===== src/rtl/bf_pkg.sv =====
// Shared brainfuck definitions: opcode encoding, ASCII source characters,
// byte-to-opcode decode, and the UART receiver state type.
package bf_pkg;

  typedef logic [2:0] opcode_t;

  localparam opcode_t OP_INC  = 3'd0;
  localparam opcode_t OP_DEC  = 3'd1;
  localparam opcode_t OP_NEXT = 3'd2;
  localparam opcode_t OP_PREV = 3'd3;
  localparam opcode_t OP_JZ   = 3'd4;
  localparam opcode_t OP_JNZ  = 3'd5;
  localparam opcode_t OP_OUT  = 3'd6;
  localparam opcode_t OP_IN   = 3'd7;

  localparam logic [7:0] CH_INC  = 8'h2B; // '+'
  localparam logic [7:0] CH_DEC  = 8'h2D; // '-'
  localparam logic [7:0] CH_NEXT = 8'h3E; // '>'
  localparam logic [7:0] CH_PREV = 8'h3C; // '<'
  localparam logic [7:0] CH_JZ   = 8'h5B; // '['
  localparam logic [7:0] CH_JNZ  = 8'h5D; // ']'
  localparam logic [7:0] CH_OUT  = 8'h2E; // '.'
  localparam logic [7:0] CH_IN   = 8'h2C; // ','

  typedef struct packed {
    logic    valid;
    opcode_t op;
  } dec_t;

  typedef enum logic [1:0] {RX_IDLE, RX_START, RX_DATA, RX_STOP} rxState_t;

  function automatic dec_t bfDecode(input logic [7:0] ch);
    dec_t d;
    d.valid = 1'b1;
    d.op    = OP_INC;
    case (ch)
      CH_INC:  d.op = OP_INC;
      CH_DEC:  d.op = OP_DEC;
      CH_NEXT: d.op = OP_NEXT;
      CH_PREV: d.op = OP_PREV;
      CH_JZ:   d.op = OP_JZ;
      CH_JNZ:  d.op = OP_JNZ;
      CH_OUT:  d.op = OP_OUT;
      CH_IN:   d.op = OP_IN;
      default: d.valid = 1'b0;
    endcase
    return d;
  endfunction

endpackage


===== src/rtl/bf_uart_rx.sv =====
// 8N1 UART receiver: 2-flop synchronizer, start-bit glitch rejection,
// mid-bit sampling, framing-error drop. Emits a one-cycle byteValid.
module bf_uart_rx
  import bf_pkg::*;
#(
  parameter int CLKS_PER_BIT = 10
) (
  input  logic       sysClk,
  input  logic       reset,
  input  logic       rx,
  output logic       byteValid,
  output logic [7:0] byteData
);

  localparam int CNT_W = $clog2(CLKS_PER_BIT);
  localparam logic [CNT_W-1:0] HALF_M1 = CNT_W'(CLKS_PER_BIT / 2 - 1);
  localparam logic [CNT_W-1:0] FULL_M1 = CNT_W'(CLKS_PER_BIT - 1);

  rxState_t         state, stateNxt;
  logic [CNT_W-1:0] cnt, cntNxt;
  logic [2:0]       bitIdx, bitNxt;
  logic [7:0]       shReg, shNxt, dataNxt;
  logic             frameErr, errNxt, vldNxt;
  logic             rxMeta, rxSync;

  // Line idles high, so the synchronizer resets high to avoid a false start.
  always_ff @(posedge sysClk or negedge reset) begin
    if (!reset) begin
      rxMeta <= 1'b1;
      rxSync <= 1'b1;
    end else begin
      rxMeta <= rx;
      rxSync <= rxMeta;
    end
  end

  always_ff @(posedge sysClk or negedge reset) begin
    if (!reset) begin
      state     <= RX_IDLE;
      cnt       <= '0;
      bitIdx    <= '0;
      shReg     <= '0;
      frameErr  <= 1'b0;
      byteValid <= 1'b0;
      byteData  <= '0;
    end else begin
      state     <= stateNxt;
      cnt       <= cntNxt;
      bitIdx    <= bitNxt;
      shReg     <= shNxt;
      frameErr  <= errNxt;
      byteValid <= vldNxt;
      byteData  <= dataNxt;
    end
  end

  always_comb begin
    stateNxt = state;
    cntNxt   = cnt;
    bitNxt   = bitIdx;
    shNxt    = shReg;
    errNxt   = frameErr;
    vldNxt   = 1'b0;
    dataNxt  = byteData;
    case (state)
      RX_IDLE: begin
        cntNxt = '0;
        errNxt = 1'b0;
        if (!rxSync) stateNxt = RX_START;
      end
      RX_START: begin
        if (cnt == HALF_M1) begin
          cntNxt   = '0;
          bitNxt   = '0;
          stateNxt = rxSync ? RX_IDLE : RX_DATA;
        end else cntNxt = cnt + 1'b1;
      end
      RX_DATA: begin
        if (cnt == FULL_M1) begin
          cntNxt = '0;
          shNxt  = {rxSync, shReg[7:1]};
          bitNxt = bitIdx + 3'd1;
          if (bitIdx == 3'd7) stateNxt = RX_STOP;
        end else cntNxt = cnt + 1'b1;
      end
      RX_STOP: begin
        // After a bad stop bit, hold here until the line returns high.
        if (frameErr) begin
          if (rxSync) stateNxt = RX_IDLE;
        end else if (cnt == FULL_M1) begin
          cntNxt = '0;
          if (rxSync) begin
            vldNxt   = 1'b1;
            dataNxt  = shReg;
            stateNxt = RX_IDLE;
          end else errNxt = 1'b1;
        end else cntNxt = cnt + 1'b1;
      end
      default: stateNxt = RX_IDLE;
    endcase
  end

endmodule


===== src/rtl/bf_program_loader.sv =====
// Brainfuck program loader: filters UART bytes into opcodes and writes them
// sequentially to program memory. Bracket checking under BF_LOADER_BRACKET_CHECK_EN.
module bf_program_loader
  import bf_pkg::*;
#(
  parameter int INST_W       = 3,
  parameter int ADDR_W       = 4,
  parameter int CLKS_PER_BIT = 10
) (
  input  logic              sysClk,
  input  logic              reset,
  input  logic              loading,
  input  logic              rx,
  output logic              memWrEn,
  output logic [ADDR_W-1:0] memAddr,
  output logic [INST_W-1:0] memData,
  output logic [ADDR_W:0]   progLen,
  output logic              loadDone,
  output logic              overflow,
  output logic              unbalanced
);

  localparam logic [ADDR_W:0] CAP = (ADDR_W + 1)'(1 << ADDR_W);

  logic            byteValid;
  logic [7:0]      byteData;
  logic            loadingQ, rise, fall, accept, room;
  logic [ADDR_W:0] ptr;
  dec_t            dec;

  bf_uart_rx #(.CLKS_PER_BIT(CLKS_PER_BIT)) uRx (
    .sysClk    (sysClk),
    .reset     (reset),
    .rx        (rx),
    .byteValid (byteValid),
    .byteData  (byteData)
  );

  assign dec     = bfDecode(byteData);
  assign rise    = loading & ~loadingQ;
  assign fall    = ~loading & loadingQ;
  // loadingQ gating also discards a byte landing on the session's first cycle.
  assign accept  = byteValid & dec.valid & loading & loadingQ;
  assign room    = ptr < CAP;
  assign progLen = ptr;

  always_ff @(posedge sysClk or negedge reset) begin
    if (!reset) begin
      loadingQ <= 1'b0;
      ptr      <= '0;
      memWrEn  <= 1'b0;
      memAddr  <= '0;
      memData  <= '0;
      loadDone <= 1'b0;
      overflow <= 1'b0;
    end else begin
      loadingQ <= loading;
      memWrEn  <= 1'b0;
      if (rise) begin
        ptr      <= '0;
        overflow <= 1'b0;
        loadDone <= 1'b0;
      end else begin
        if (fall) loadDone <= 1'b1;
        if (accept) begin
          if (room) begin
            memWrEn <= 1'b1;
            memAddr <= ptr[ADDR_W-1:0];
            memData <= INST_W'(dec.op);
            ptr     <= ptr + 1'b1;
          end else overflow <= 1'b1;
        end
      end
    end
  end

`ifdef BF_LOADER_BRACKET_CHECK_EN
  logic [ADDR_W:0] depth;
  logic            unbalancedQ;

  always_ff @(posedge sysClk or negedge reset) begin
    if (!reset) begin
      depth       <= '0;
      unbalancedQ <= 1'b0;
    end else if (rise) begin
      depth       <= '0;
      unbalancedQ <= 1'b0;
    end else begin
      if (fall && depth != '0) unbalancedQ <= 1'b1;
      // Only committed opcodes move the depth; overflow drops are ignored.
      if (accept && room) begin
        if (dec.op == OP_JZ) depth <= depth + 1'b1;
        else if (dec.op == OP_JNZ) begin
          if (depth == '0) unbalancedQ <= 1'b1;
          else depth <= depth - 1'b1;
        end
      end
    end
  end

  assign unbalanced = unbalancedQ;
`else
  assign unbalanced = 1'b0;
`endif

endmodule


===== config.mk =====
export PLATFORM = sky130hd
export DESIGN_NAME = bf_program_loader
export DESIGN_NICKNAME = d
export VERILOG_FILES = /design/src/rtl/bf_pkg.sv /design/src/rtl/bf_uart_rx.sv /design/src/rtl/bf_program_loader.sv
export SDC_FILE = /design/constraint.sdc
export NUM_CORES = 1
export LEC_CHECK = 0
export ABC_AREA = 1
export CORE_ASPECT_RATIO = 2
export CORE_UTILIZATION = 60
export CTS_BUF_LIST = sky130_fd_sc_hd__clkbuf_4 sky130_fd_sc_hd__clkbuf_8
export DETAILED_ROUTE_END_ITERATION = 8
export GPL_TIMING_DRIVEN = 0
export PLACE_DENSITY = 0.83
export SYNTH_ARGS = -nofsm -noshare
export SYNTH_HDL_FRONTEND = slang
export SYNTH_SLANG_ARGS = --single-unit
export TNS_END_PERCENT = 5

===== constraint.sdc =====
create_clock -name sysClk -period 2.86 [get_ports sysClk]
set_input_delay 0.858 -clock sysClk [delete_from_list [all_inputs] [get_ports sysClk]]
set_output_delay 0.858 -clock sysClk [all_outputs]
set_load 0.02 [all_outputs]

==> metrics.md <==
| Metric | Value |
|---|---|
| Synthesized netlist cell count | 247 |
| Ys flop type | dfrtp_1 |
| WP data arrival | 1350 ps |
| Post-synthesis sequential area ratio | 51.81% |
| Core area | 0.003416 sq mm |
| Die area | 0.003890 sq mm |
| Post-Place Cells | 314 |
| CTS tree | done |
| Critical-path top delay cell | clkdlybuf4s50_1 |
| Top sig layer | met4 |
| Endpoints failing setup | 0 |
| Hold depth | 0 |
| DRT met1 WL | 1362 um |
| Routability cong. | 0.7849 |
| Drt drc | 0 |
| Fmax | 0.4530 GHz |
| Fin cells | 322 |
| Routed wl met2 | 2116 um |
| Status | completed |
| H-tree Lvls | 2 |
| Flops & latches, synth | 45 |
| Ant diodes | 0 |
| Filler cells | 256 |
| Critical path type | reg2out |
| Vias in the first global route | 1660 |
| Starting Density | 63.77% |
| FF-to-FF Start | uRx.cnt[0] |
| Worst hold margin | 357.3 ps |
| Cell area power density | 602.5 mW/mm^2 |
| Req. time, crit path | 2000 ps |
| Row count | 30 |
| Count leader, synth | nand2_1 |
| Slew Limit Fails | 0 |
| Crit path max-delay family | buffers and inverters |
| Path depth of the worst reg2reg path | 9 |
| Post-CTS sizing | 0 |
| Top-Level Pins | 20 |
| Worst Setup Start Kind | flop |
| Final #Nets | 289 |
| Die W | 44.61 um |
| Initial antenna violation count | 0 |
| Postcts setup bufs | 0 |
| Clock-pin slew on the worst setup and hold paths | 70 ps |
| Dpl hpwl | 2845 um |
| CTS Buffer Depth | 2 |
| Hold EP | uRx.rxSync |
| Worst-path cell chain | clkdlybuf4s50_1 |
| Hold Path Class | reg2reg |
| RSZ-0062 raised after global routing | no |
| CTS Buf Count | 5 |
| Clock sink count | 45 |
| Cell variety after synth | 29 |
| CP bufs+invs | 1 |
| Post-route minimum period | 2207 ps |
| Crit end category | output pin |
| Grt ovf | 0 |
| Hold Vio Cnt, Final | 0 |
| Beginning of the worst hold path | uRx.rxMeta |
| Routed Antenna Nets | 0 |
| Setup total negative slack | 0 ps |
| Die Height | 87.21 um |
| Reg-to-reg critical path endpoint | uRx.cnt[3] |
| Gr usage total | 23.22% |
| Synth async-reset ratio | 100.0% |
| Reg-to-reg slack, setup | 1190 ps |
| Wirelength per Cell | 11.34 um |
| Max cap viols | 0 |
| Worst VDD drop | 0.4147 mV |
| Port buffer count | 18 |
| Via/cell ratio | 5.022 |
| First-pass GRT wire length | 6637 um |
| Synth area leaders | dfrtp_1 (49%), nand2_1 (12%), ha_1 (6.9%) |
| Final Skew | 7.351 ps |
| Top cells by count, synth | nand2_1 (68), dfrtp_1 (43), inv_1 (33) |
| CTS hold repair buffers | 0 |
| Max stage delay on crit path | 630 ps |
| Area share of the largest cell type after synthesis | 49.40% |
| First-iteration detailed-routing DRC count | 43 |
| Synthesized cell area | 0.002178 sq mm |
| Total detailed-routing wirelength | 3653 um |
| Area grow syn2layout | 16.20% |
| Vias | 1617 |
| CP Max Fanout | 5 |
| Root Buffer | clkbuf_8 |
| Skew-Pair Late Insertion Delay | 300 ps |
| Crit share post-route | 77.18% |
| Mapped Nets | 263 |
| Number of synthesized flops with an enable pin | 0 |
| Pin count of the biggest net entering global routing | 31 |
| Yosys Warn Count | 0 |
| Leakage | 1.241 nW |
| Initial DRT Pass Iterations | 4 |
| Largest area contributor in the netlist | dfrtp_1 |
| Post-synthesis area per instance | 8.819 sq um |
| WL met3 | 67 um |
| Layout cell share with drive strength beyond 1 | 10.95% |
## cell type report
class	instances	area, sq um	area share, %
inverter	34	127.6	5.042
sequential	45	1129	44.59
buffer	4	28.78	1.137
multi-input combinational	164	893.4	35.29
clock buffer	8	97.59	3.856
tap	48	60.06	2.373
timing repair buffer	19	195.2	7.711
## cell usage in the layout, fill, tap and decap left out
master           synthesis  final
nor3b_2                  1      1
nand3_2                  2      2
clkbuf_8                 0      6
nor3_1                   2      2
o21ai_0                 24     24
o21bai_1                 1      1
buf_4                    1      1
nor3_2                   1      1
nand2_4                  2      2
dfstp_2                  2      2
nand2_1                 68     68
o22a_1                   1      1
clkdlybuf4s50_1          0     17
buf_2                    2      3
xor2_1                   3      3
clkbuf_4                 0      2
buf_6                    1      1
o31ai_1                  1      1
nand2_2                  2      2
inv_2                    1      1
nand3_1                 16     16
nand4_1                  3      3
inv_1                   33     33
dfrtp_1                 43     43
o21ai_2                  3      3
nor2_1                  14     14
buf_12                   0      1
ha_1                    12     12
nand3_4                  1      1
a21oi_1                  3      3
o21ai_1                  2      2
conb_1                   1      1
nor2_2                   1      1
## how the worst max path moves through the flow
stage	to	depth (start not counted)	start	slack, ps
floorplan	memAddr[3]	6	loading	1010
detailed placement	memAddr[0]	7	loading	350
global placement	uRx.bitIdx[2]	1	reset	-220
CTS	progLen[0]	1	progLen[0]	640
global route	memAddr[0]	7	loading	550
finish	progLen[4]	1	progLen[4]	650
## stage by stage
stage	worst slack [ps]	utilization [%]	total power [mW]	cell area (sq um)
2_1_floorplan	1015	-	0.9986	2178
3_3_place_gp	-220.5	70.81	1.107	2419
3_5_place_dp	348.1	71.25	1.129	2434
4_1_cts	637.6	74.10	1.544	2531
5_1_grt	547.3	74.10	1.626	2531
6_report	652.7	74.10	1.525	2531
## kinds of logic (layout without fill, tap and decap cells)
logic type               after synthesis  count (layout)  share of synthesized area, %
XOR/XNOR                               3               3                         1.206
flip-flops                            45              45                         51.81
adder cells (fa/ha/maj)               12              12                         6.892
buffers and inverters                 38              65                         7.180
AO/OA/AOI/OAI                         35              35                         8.961
AND/OR/NAND/NOR                      113             113                         23.78
other                                  1               1                        0.1721
## power breakdown
part           internal [mW]  leakage (nW)  switching (mW)
Sequential             0.686         0.603          0.0518
Clock                  0.216        0.0523           0.200
Combinational          0.139         0.586           0.232
Total                   1.04          1.24           0.483
## state kept, by name (all words and copies together) (netlist names), named ones only
name and count:
uRx.rxSync 1, memData 3, uRx.byteData 8, uRx.state 1, overflow 1, progLen 5
memWrEn 1, memAddr 4, loadDone 1, uRx.cnt 4, uRx.frameErr 1, uRx.byteValid 1
uRx.rxMeta 1, uRx.shReg 8, uRx.bitIdx 3, loadingQ 1
## layer usage
layer  vias to the layer above  GRT usage [%]
li1                        830              -
met1                       753          22.11
met2                        24          43.58
met3                        10          3.942
met4                         0          13.22
met5                         -              0
(Power assumes the default switching activity.)
==> variant 1, RTL diff (same settings) <==
Build with the macro `BF_LOADER_BRACKET_CHECK_EN` defined.
--- a/src/rtl/bf_program_loader.sv
+++ b/src/rtl/bf_program_loader.sv
@@ -1,5 +1,7 @@
 // Brainfuck program loader: filters UART bytes into opcodes and writes them
 // sequentially to program memory. Bracket checking under BF_LOADER_BRACKET_CHECK_EN.
+`define BF_LOADER_BRACKET_CHECK_EN
+
 module bf_program_loader
   import bf_pkg::*;
 #(
Behaviour: same outputs for any inputs over 10 cycles, from zero or initial values and one cycle with reset low; that may be too few to reach the edited logic, so the function may still have changed.
==> variant 1 against the original RTL <==
  * Wire length is 27% higher
  * Largest power group unchanged
  * Sequential share of layout area is 1.7 points lower
  * Sequential cell count rose by 6
  * Clock power fell by 2%
  * Area after synthesis rose by 20%
  * Count of clock-buffer cells in the layout is 2 lower
  * Setup slack worse by 0.072 ns
  * Critical path type is now in2reg
  * Power increased by 14%
  * Cell area grew 18%
==> variant 1: results (changes against the original RTL) <==
| Metric | Value |
|---|---|
| Top layer in use | met4 (unchanged) |
| Share of layout cells above drive strength 1 | 0.0800 (was 0.109) |
| Overall routing resource usage | 0.222 (was 0.232) |
| Worst vdd ir | 0.490 mV (was 0.415 mV) |
| Final Setup Violations | 0 (unchanged) |
| CTS Buf Count | 5 (unchanged) |
| DRT Pass-1 Iters | 4 (unchanged) |
| Max clock buf depth | 2 (unchanged) |
| Inst Count DP | 369 (was 314) |
| Crit-path max FO | 10 (was 5) |
| Starting DRT DRC Count | 32 (was 43) |
| Ys flop type | dfrtp_1 (unchanged) |
| Sequential area share after synthesis | 0.488 (was 0.518) |
| Async SR Flop Fraction | 1.00 (unchanged) |
| Hold crit path type | reg2reg (unchanged) |
| Initial antenna violation count | 0 (unchanged) |
| Final worst slack | 0.581 ns (was 0.653 ns) |
| DR vias | 2006 (was 1617) |
| Ant diodes | 0 (unchanged) |
| Highest-delay cell along the critical path | clkdlybuf4s50_1 (unchanged) |
| Top flop regs | uRx.byteData (8), uRx.shReg (8) |
| Setup TNS | 0 ns (unchanged) |
| Root buf cell | clkbuf_8 (unchanged) |
| WL met3 | 73 um (was 67 um) |
| Largest net degree at the start of global routing | 28 (was 31) |
| Status | finished, final reports clean (unchanged) |
| Worst slack, placed | 0.254 ns (was 0.348 ns) |
| Synth warn | 0 (unchanged) |
| Skew final | 0.0115 ns (was 0.00735 ns) |
| Reg clk slew, reported paths | 0.09 ns (was 0.07 ns) |
| Met2 WL | 2.59 mm (was 2.12 mm) |
| Worst Path Arrival | 2.48 ns (was 1.35 ns) |
| Mean post-synth cell area | 8.82 um^2 (about the same) |
| Final Non-Filler Cells | 377 (was 322) |
| Met1 wire length | 1.86 mm (was 1.36 mm) |
| Post-CTS Setup Repair Bufs | 0 (unchanged) |
| Reg2Reg Setup Slack | 0.63 ns (was 1.19 ns) |
| Post-synth net total | 318 (was 263) |
| Post-placement cell area | 0.00289 mm^2 (was 0.00243 mm^2) |
| RePlAce Congestion | 0.838 (was 0.785) |
| Routed Antenna Nets | 0 (unchanged) |
| Clk_lat worst skew | 0.30 ns (about the same) |
| Global-route wire length before repair | 8.06 mm (was 6.64 mm) |
| Crit-path max cell delay | 0.53 ns (was 0.63 ns) |
| Synth area leaders | dfrtp_1 (47%), nand2_1 (10%), ha_1 (7.6%) (was dfrtp_1 (49%), nand2_1 (12%), ha_1 (6.9%)) |
| Actual slew at the worst max-slew pin | between 0.6 and 0.7 ns |
| Most frequent cells after synthesis | nand2_1 (72), dfrtp_1 (49), inv_1 (35) (was nand2_1 (68), dfrtp_1 (43), inv_1 (33)) |
| Min Hold Slack | 0.358 ns (was 0.357 ns) |
| Post-synth cell types | 37 (was 29) |
| Post-CTS sizing | 0 (unchanged) |
| # nets final | 345 (was 289) |
| PortBufs | 19 (was 18) |
| Pleak | 1.42 nW (was 1.24 nW) |
| DP HPWL | 3.61 mm (was 2.84 mm) |
| Total wire length | 4.64 mm (was 3.65 mm) |
| CP delay by family, top | buffers and inverters (unchanged) |
| # H-tree levels | 2 (unchanged) |
## variant 1: cell count changes after synthesis, moves of 4 or more
cell	before	now
a21oi_1	3	8
nand2_1	68	72
ha_1	12	16
o21ai_1	2	7
nor2_1	14	20
dfrtp_1	43	49
## variant 1: cells by family after synthesis
family / after synthesis / synth area share
AOI/OAI and AO/OA: 49 / 0.105
adders and majority gates: 17 / 0.0840
DFF: 51 / 0.488
buffers and inverters: 41 / 0.0592
and+or+nand+nor: 132 / 0.240
xor gates and xnor gates: 7 / 0.0234
## variant 1: routing by layer
layer / vias up / track usage
met3: 11 / 0.0287
met5: - / 0
met2: 24 / 0.444
met1: 951 / 0.217
li1: 1020 / -
met4: 0 / 0.108
## variant 1: report_power, final
group	internal, mW	switching, mW
Sequential	0.784	0.0595
Combinational	0.199	0.294
Clock	0.181	0.228
Total	1.16	0.582
## variant 1: path summary, 6_finish.rpt
kind                            startpoint         end  depth (start not counted)
max                                loading    depth[3]                          8
min                             uRx.rxMeta  uRx.rxSync                          0
max reg2reg                uRx.byteData[5]    depth[4]                         10
min reg2reg                     uRx.rxMeta  uRx.rxSync                          0
max in group asynchronous            reset  uRx.rxMeta                          2
min in group asynchronous            reset    depth[3]                          1
## variant 1: cell type report
| type | count | area [um^2] |
|---|---|---|
| inverter | 37 | 139 |
| fill | 318 | 1150 |
| clock inverter | 2 | 12.5 |
| timing repair buffer | 20 | 205 |
| tap | 52 | 65.1 |
| sequential | 51 | 1280 |
| clock buffer | 6 | 76.3 |
| multi-input combinational | 205 | 1190 |
| buffer | 4 | 16.3 |
## variant 1: worst reg2reg max path: cells and delay by family (launching register included)
family | cells | cell delay (ns)
XOR/XNOR | 1 | 0.15
adder cells (fa/ha/maj) | 1 | 0.47
AND/OR/NAND/NOR | 8 | 1.07
flip-flops | 1 | 0.43
==> variant 2, RTL diff (same settings) <==
Without the edit above. Take the reset off `shReg` and `byteData` and load them in a clocked block of their own.
--- a/src/rtl/bf_uart_rx.sv
+++ b/src/rtl/bf_uart_rx.sv
@@ -39,19 +39,20 @@
       state     <= RX_IDLE;
       cnt       <= '0;
       bitIdx    <= '0;
-      shReg     <= '0;
       frameErr  <= 1'b0;
       byteValid <= 1'b0;
-      byteData  <= '0;
     end else begin
       state     <= stateNxt;
       cnt       <= cntNxt;
       bitIdx    <= bitNxt;
-      shReg     <= shNxt;
       frameErr  <= errNxt;
       byteValid <= vldNxt;
-      byteData  <= dataNxt;
     end
+  end
+
+  always_ff @(posedge sysClk) begin
+    shReg    <= shNxt;
+    byteData <= dataNxt;
   end
 
   always_comb begin
Function: same outputs for any inputs over 10 cycles, from zero or initial values and one cycle with reset low; that may be too few to reach the edited logic, so the function may still have changed.
==> variant 2 against the original RTL <==
  * Area after synthesis is 4.0% lower
  * The flow now finishes with violations (design-rule violations)
  * Largest cell class unchanged
  * Synthesized cell count down 13%
  * Sequential cell count unchanged
  * Highest routed layer unchanged
  * First-iteration DRC count is 47% lower
  * Via count shrank 8.8%
  * Maximum frequency decreased by 3.4%
  * Wire length decreased by 8.4%
  * Setup slack worse by 0.077 ns
  * Final cell count decreased by 15%
  * Critical endpoint is now uRx.byteData[2]
  * Power fell by 2.3%
  * Cell area shrank 5.3%
  * Hold slack improved by 0.0050 ns
  * Sequential power up 2%
==> variant 2: results (changes against the original RTL) <==
| Metric | Value |
|---|---|
| Status | complete, but fails checks (was finished, final reports clean) |
| Failing checks | design-rule violations |
| RePlAce Congestion | 0.881 (was 0.785) |
| Fin area | 0.00240 mm^2 (was 0.00253 mm^2) |
| Async SR Flop Fraction | 0.644 (was 1.00) |
| Internal | 1.03 mW (was 1.04 mW) |
| Met2 WL | 1.92 mm (was 2.12 mm) |
| Non-clock inverter count | 27 (was 34) |
| Vias/cell | 5.40 (was 5.02) |
| Number of synthesized flops with an enable pin | 16 (was 0) |
| Wire per inst | 12.3 um (was 11.3 um) |
| Skew final | 0.00511 ns (was 0.00735 ns) |
| WL met3 | 63 um (was 67 um) |
| Worst slack, placed | 0.303 ns (was 0.348 ns) |
| Crit-path max cell delay | 0.84 ns (was 0.63 ns) |
| Mapped Cells | 215 (was 247) |
| Drc violations | 3 (was 0) |
| Sequential area share after synthesis | 0.578 (was 0.518) |
| Starting DRT DRC Count | 23 (was 43) |
| Synth area leaders | dfrtp_1 (32%), edfxtp_1 (23%), nand2_1 (10%) (was dfrtp_1 (49%), nand2_1 (12%), ha_1 (6.9%)) |
| Overall routing resource usage | 0.205 (was 0.232) |
| Most frequent cells after synthesis | nand2_1 (57), dfrtp_1 (27), inv_1 (26) (was nand2_1 (68), dfrtp_1 (43), inv_1 (33)) |
| Min Hold Slack | 0.362 ns (was 0.357 ns) |
| Fraction of area in registers | 0.504 (was 0.446) |
| CP delay by family, top | simple AND/OR/NAND/NOR gates (was buffers and inverters) |
| Share of layout cells above drive strength 1 | 0.108 (was 0.109) |
| Reg2Reg Setup Slack | 0.58 ns (was 1.19 ns) |
| Seq cells | 45 (unchanged) |
| Clock buf/inv share | 0.0381 (was 0.0386) |
| # nets final | 256 (was 289) |
| Data buffer area share | 0.0809 (was 0.0885) |
| Post-synth cell types | 26 (was 29) |
| Worst vdd ir | 0.477 mV (was 0.415 mV) |
| Inst Count DP | 265 (was 314) |
| Clock buffers | 7 (was 8) |
| Met1 Track Usage GR | 0.208 (was 0.221) |
| DP HPWL | 2.57 mm (was 2.84 mm) |
| Routing usage on met3 | 0.0319 (was 0.0394) |
| Post-synth net total | 231 (was 263) |
| Count of plain and timing-repair buffers | 20 (was 23) |
| Total wire length | 3.35 mm (was 3.65 mm) |
| Met2 Use GR | 0.388 (was 0.436) |
| Syn-to-layout area delta | 14.7% (was 16.2%) |
| Multi-input gates | 141 (was 164) |
| Seq pwr share | 0.508 (was 0.484) |
| Highest-delay cell along the critical path | nor3_1 (was clkdlybuf4s50_1) |
| Post-placement cell area | 0.00231 mm^2 (was 0.00243 mm^2) |
| Pleak | 1.16 nW (was 1.24 nW) |
| Period utilisation layout | 0.799 (was 0.772) |
[variant 2: cell count changes in the layout (fill, tap and decap cells not counted), moves of 3 or more]
cell / change
edfxtp_1: +16
dfrtp_1: -16
nor3_1: +4
o21ai_0: -16
nand2_1: -11
nor2_1: +3
inv_1: -7
[variant 2: cell families (layout without fill, tap and decap cells)]
family / after synthesis / after routing / share of synthesized area
adders and majority gates: 12 / 12 / 0.0718
AOI/OAI and AO/OA: 21 / 21 / 0.0652
xor gates and xnor gates: 3 / 3 / 0.0126
and+or+nand+nor: 104 / 104 / 0.213
buffers and inverters: 29 / 55 / 0.0574
other: 1 / 1 / 0.00179
DFF: 45 / 45 / 0.578
[variant 2: final timing paths]
check                                       end
worst min-delay path                 uRx.rxSync
worst max-delay path            uRx.byteData[2]
min in group asynchronous               memWrEn
worst min register to register       uRx.rxSync
max in group asynchronous            uRx.cnt[3]
worst max register to register  uRx.byteData[2]
